<file path="config.mk">
export PLATFORM = sky130hd
export DESIGN_NAME = tp_cbus_req_queue
export DESIGN_NICKNAME = d
export VERILOG_FILES = /design/src/rtl/tp_cbus_req_queue.sv
export SDC_FILE = /design/constraint.sdc
export NUM_CORES = 1
export LEC_CHECK = 0
export ABC_AREA = 0
export BUFFER_PORTS_ARGS = -buffer_cell sky130_fd_sc_hd__buf_2
export CAP_MARGIN = 20
export CELL_PAD_IN_SITES_DETAIL_PLACEMENT = 1
export CELL_PAD_IN_SITES_GLOBAL_PLACEMENT = 1
export CORE_MARGIN = 2
export CORE_UTILIZATION = 47
export CTS_CLUSTER_DIAMETER = 30
export DETAILED_ROUTE_END_ITERATION = 10
export PLACE_DENSITY_LB_ADDON = 0.1
export SYNTH_ARGS = -nofsm -noshare
export SYNTH_HDL_FRONTEND = slang
export SYNTH_SLANG_ARGS = --single-unit
</file>
<file path="constraint.sdc">
create_clock -name clk -period 3.7 [get_ports clk]
set_input_delay 0.185 -clock clk [delete_from_list [all_inputs] [get_ports clk]]
set_output_delay 0.185 -clock clk [all_outputs]
set_load 0.02 [all_outputs]
</file>
<file path="src/rtl/tp_cbus_req_queue.sv">
// Host-to-cbus request queue: buffers read/write requests in strict FIFO order,
// presents the head to the downstream arbiter and returns read data one cycle after memory.
module tp_cbus_req_queue #(
  parameter int DW        = 32,
  parameter int AW        = 32,
  parameter int DEPTH     = 4,
  parameter int STALL_MAX = 255
) (
  input  logic          clk,
  input  logic          rst,
  input  logic          host_req,
  input  logic          host_cmd,
  input  logic [AW-1:0] host_addr,
  input  logic [DW-1:0] host_wrdata,
  output logic          host_ack,
  output logic          host_rvalid,
  output logic [DW-1:0] host_rdata,
  output logic          cbus_req,
  output logic          cbus_cmd,
  output logic [AW-1:0] cbus_addr,
  output logic [DW-1:0] cbus_wrdata,
  input  logic          cbus_waccept,
  input  logic          cbus_rresp,
  input  logic [DW-1:0] mem_rdata,
  output logic          full,
  output logic          busy,
  output logic          stall_err
);

  localparam int IW = $clog2(DEPTH);
  localparam int PW = IW + 1;
  localparam int SW = $clog2(STALL_MAX + 1);
  localparam logic [SW-1:0] STALL_LIM = SW'(STALL_MAX);

  logic          cmd_mem  [DEPTH];
  logic [AW-1:0] addr_mem [DEPTH];
  logic [DW-1:0] data_mem [DEPTH];

  logic [PW-1:0] wr_ptr_q, wr_ptr_d;
  logic [PW-1:0] rd_ptr_q, rd_ptr_d;
  logic [SW-1:0] stall_q, stall_d;
  logic          rd_pend_q, rd_pend_d;
  logic          rvalid_q, rvalid_d;
  logic [DW-1:0] rdata_q, rdata_d;

  logic          empty;
  logic          push;
  logic          pop;
  logic          head_cmd;
  logic [IW-1:0] wr_idx;
  logic [IW-1:0] rd_idx;

  assign wr_idx = wr_ptr_q[IW-1:0];
  assign rd_idx = rd_ptr_q[IW-1:0];
  assign empty  = (wr_ptr_q == rd_ptr_q);
  assign full   = (wr_ptr_q[PW-1] != rd_ptr_q[PW-1]) && (wr_idx == rd_idx);

  // Acceptance depends only on the current fullness; a same-cycle pop never frees a slot early.
  assign host_ack = host_req & ~full;
  assign push     = host_ack;

  assign head_cmd = cmd_mem[rd_idx];
  assign pop      = ~empty & ((cbus_waccept & ~head_cmd) | (cbus_rresp & head_cmd));

  assign cbus_req    = ~empty;
  assign cbus_cmd    = empty ? 1'b0      : head_cmd;
  assign cbus_addr   = empty ? '0        : addr_mem[rd_idx];
  assign cbus_wrdata = empty ? '0        : data_mem[rd_idx];

  assign host_rvalid = rvalid_q;
  assign host_rdata  = rdata_q;
  assign busy        = ~empty | rd_pend_q;
  assign stall_err   = (stall_q == STALL_LIM);

  always_comb begin
    wr_ptr_d  = wr_ptr_q;
    rd_ptr_d  = rd_ptr_q;
    stall_d   = stall_q;
    rd_pend_d = pop & head_cmd;
    rvalid_d  = rd_pend_q;
    rdata_d   = rdata_q;
    if (push) wr_ptr_d = wr_ptr_q + PW'(1);
    if (pop)  rd_ptr_d = rd_ptr_q + PW'(1);
    if (rd_pend_q) rdata_d = mem_rdata;
    // Counts head-wait cycles; saturates so stall_err stays up until the head finally moves.
    if (empty || pop)          stall_d = '0;
    else if (stall_q != STALL_LIM) stall_d = stall_q + SW'(1);
  end

  always_ff @(posedge clk or posedge rst) begin
    if (rst) begin
      wr_ptr_q  <= '0;
      rd_ptr_q  <= '0;
      stall_q   <= '0;
      rd_pend_q <= 1'b0;
      rvalid_q  <= 1'b0;
      rdata_q   <= '0;
    end else begin
      wr_ptr_q  <= wr_ptr_d;
      rd_ptr_q  <= rd_ptr_d;
      stall_q   <= stall_d;
      rd_pend_q <= rd_pend_d;
      rvalid_q  <= rvalid_d;
      rdata_q   <= rdata_d;
    end
  end

  // Entry storage needs no reset: the pointers alone decide what is valid.
  always_ff @(posedge clk) begin
    if (push) begin
      cmd_mem[wr_idx]  <= host_cmd;
      addr_mem[wr_idx] <= host_addr;
      data_mem[wr_idx] <= host_cmd ? '0 : host_wrdata;
    end
  end

endmodule

</file>
==> impl_metrics.csv <==
group,metric,value,unit
status,status,"finished, final reports clean",
routing,wl,27960,um
pwr,ir_drop,598.7,uV
die,dieArea,26900,um2
die,die_h,164.0,um
worst_setup_path,cp_top_family,"buffers and inverters",
logic_synthesis,syn_nets,705,
logic_synthesis,ys_top_cells_by_area,"edfxtp_1 (65%), mux4_2 (12%), dfrtp_1 (10%), and2_1 (3.6%), mux2_2 (3.0%)",
logic_synthesis,syn_inst,597,
sta,clock_skew,0.02203,ns
cells_and_area,fillers,2210,
worst_setup_path,slowest_stage,"dfrtp_4",
worst_setup_path,path_cells,"xnor2_1, and3b_1, inv_2, buf_12, and2_1, buf_2",
placed_design,gp_congestion,0.7456,
cells_and_area,layout.nets,1016,
clock_tree,path_clk_slew,0.05,ns
clock_tree,clock_sinks,308,
clock_tree,max-clock-path-buffers,3,
die,start_util,47.79,%
worst_setup_path,cp_max_fo,38,
routing,num_vias,6705,
sta,drv_slew,0,
logic_synthesis,netlist_area,12030,um2
die,die_width,164.0,um
global_route,grt_usage,21.58,%
routing,viasPerCell,5.202,
routing,ant_nets,0,
pwr,p_total,15990,uW
clock_tree,cts-buffers-inserted,58,
routing,first_iter_violations,359,
clock_tree,htreeDepth,2,
clock_tree,cts_tree,"yes",
global_route,globalRouteOverflowTotal,0,
sta,rsz0062_at_grt,"false",
worst_setup_path,cpPeakStageDelay,0.82,ns
worst_setup_path,cp.arrival,2.96,ns
sta,final-setup-viol-count,0,
routing,wl_per_cell,21.69,um
worst_hold_path,min_path_type,"in -> reg",
global_route,grt_pass1_wl,43540,um
die,core.rowCount,58,
cells_and_area,drive_above_1_share,44.72,%
die,ioPinCount,205,
run,drv_cap,0,
pwr,power.leakage,0.006089,uW
clock_tree,cts_root_buf,"clkbuf_16",
worst_setup_path,critPathBufInv,3,
worst_setup_path,criticalPathCategory,"reg -> out",
cells_and_area,final_common_cell,"edfxtp_1",
placed_design,placed_area,13520,um2
cells_and_area,multi_input_area,2897,um2
sta,fmax,317.9,MHz
sta,timing.hold.ws,0.03608,ns
sta,finalSetupTns,0,ns
worst_setup_path,end_kind,"output port",
logic_synthesis,synth_warnings,0,
logic_synthesis,yosysUniqueCellTypes,34,
cells_and_area,fin_area,16220,um2
routing,drcViolationCount,0,
sta,hold_viol_final,0,
global_route,first_global_vias,7567,
cells_and_area,seq_area,9016,um2
sta,timing.final.crit_share,85.02,%
die,fp.coreArea,25180,um2
logic_synthesis,ys_ff_latch,308,
logic_synthesis,avgSynthCellArea,20.16,um2
placed_design,hpwl,15620,um
global_route,antenna_found_initial,2,
logic_synthesis,yosysSeqAreaShare,74.86,%
logic_synthesis,synth.top_cell.area_share,64.88,%
sta,relSlewSlack,47.01,%
global_route,grt_max_degree,52,
worst_setup_path,startpoint_type,"flop",
sta,fin_crit,3.146,ns
placed_design,portBuffers,204,
cells_and_area,areaGrowthSynthToFinish,34.78,%
cells_and_area,final_cell_mix,"edfxtp_1 (260), buf_2 (204), dlygate4sd3_1 (66), mux4_2 (65), and2_1 (65)",
logic_synthesis,yosysTopAreaCell,"edfxtp_1",
routing,first_pass_iters,4,
worst_setup_path,crit_required,3.51,ns
clock_tree,insertion_delay,0.57,ns
sta,worst_pin_slew,0.7949,ns
pwr,p_per_area,985.8,nW/um2
-- stage by stage --
stage	setup WS, ns	utilization, %	instances
final	0.5544	64.41	1289
after global routing	0.3519	64.40	1288
after CTS	0.5283	64.39	1287
after detailed placement	0.8667	53.70	1112
after global placement	0.9540	53.59	1111
after floorplan	0.3245	-	597
-- final timing paths --
| check | from | to | slack, ns | cells after the start |
|---|---|---|---|---|
| max | rd_ptr_q[1]$_DFFE_PP0P_ | cbus_cmd | 0.55 | 6 |
| min in group asynchronous | rst | host_rdata[2]$_DFFE_PP0P_ | 0.38 | 4 |
| min | host_wrdata[9] | data_mem[2][9]$_DFFE_PP_ | 0.04 | 2 |
| max in group asynchronous | rst | rd_ptr_q[0]$_DFFE_PP0P_ | 2.85 | 4 |
| min reg2reg | wr_ptr_q[2]$_DFFE_PP0P_ | wr_ptr_q[2]$_DFFE_PP0P_ | 0.50 | 1 |
| max reg2reg | rd_ptr_q[1]$_DFFE_PP0P_ | data_mem[3][23]$_DFFE_PP_ | 0.90 | 4 |
-- where the power goes --
part           leakage (uW)  internal, uW  total, uW  switching (uW)
combinational       0.00213          2290       5450            3160
sequential          0.00299          4750       5210             464
clock              0.000971          3470       5330            1860
-- flip-flops by register name, indices dropped and copies added (netlist names) --
name,flops
rd_pend_q,1
data_mem,128
addr_mem,128
stall_q,8
cmd_mem,4
host_rdata,32
wr_ptr_q,3
host_rvalid,1
rd_ptr_q,3
-- cell families (layout without fill, tap and decap cells) --
group	Yosys count	after routing	share of synthesized area, %
other	0	2	0
AOI/OAI and AO/OA	10	10	0.5926
adders and majority gates	6	6	0.6238
buffers and inverters	34	394	1.154
and+or+nand+nor	129	129	6.478
DFF	308	308	74.86
xor gates and xnor gates	9	9	0.6551
muxes	101	101	15.64
-- cell usage after synthesis --
library cell and instances:
a21oi_1 2, xor2_1 6, a211oi_2 2, o31ai_1 2
a31oi_1 1, nor2_1 7, inv_1 5, or3_1 2
nor3b_1 1, nor2_2 1, xnor2_1 3, nor3_2 1
o21ai_0 3, clkbuf_1 19, and3_1 3, dfrtp_1 48
mux2_4 1, nand3_1 2, nand2_2 1, nand2b_1 1
mux2_2 32, nor3_1 2, nor2b_1 33, ha_1 6
edfxtp_1 260, clkbuf_2 1, and3b_1 1, buf_2 8
and2_1 69, buf_1 1, mux2i_1 2, mux4_2 65
mux2i_4 1, nand2_1 5
-- per-layer routing --
layer / vias to the layer above / global-route usage (%) / share of wire [%]
li1: 2981 / - / -
met1: 3401 / 28.59 / 42
met2: 245 / 35.83 / 50
met3: 78 / 4.192 / 5.3
met4: 0 / 8.014 / 3.0
met5: - / 0 / 0
-- area by class of cell --
cell class / count / area share [%]
antenna: 2 / 0.03086
clock buffer: 60 / 8.995
clock inverter: 49 / 3.525
inverter: 5 / 0.1157
multi-input combinational: 255 / 17.86
sequential: 308 / 55.59
tap: 330 / 2.546
timing repair buffer: 280 / 11.34
-- timing repair --
action	CTS	global route
buffers inserted	0	0
endpoints found under the hold margin	209	0
resized for setup	0	0
endpoints found under the setup margin	0	0
hold buffers	66	0
Power figures use the tool's default switching activity.
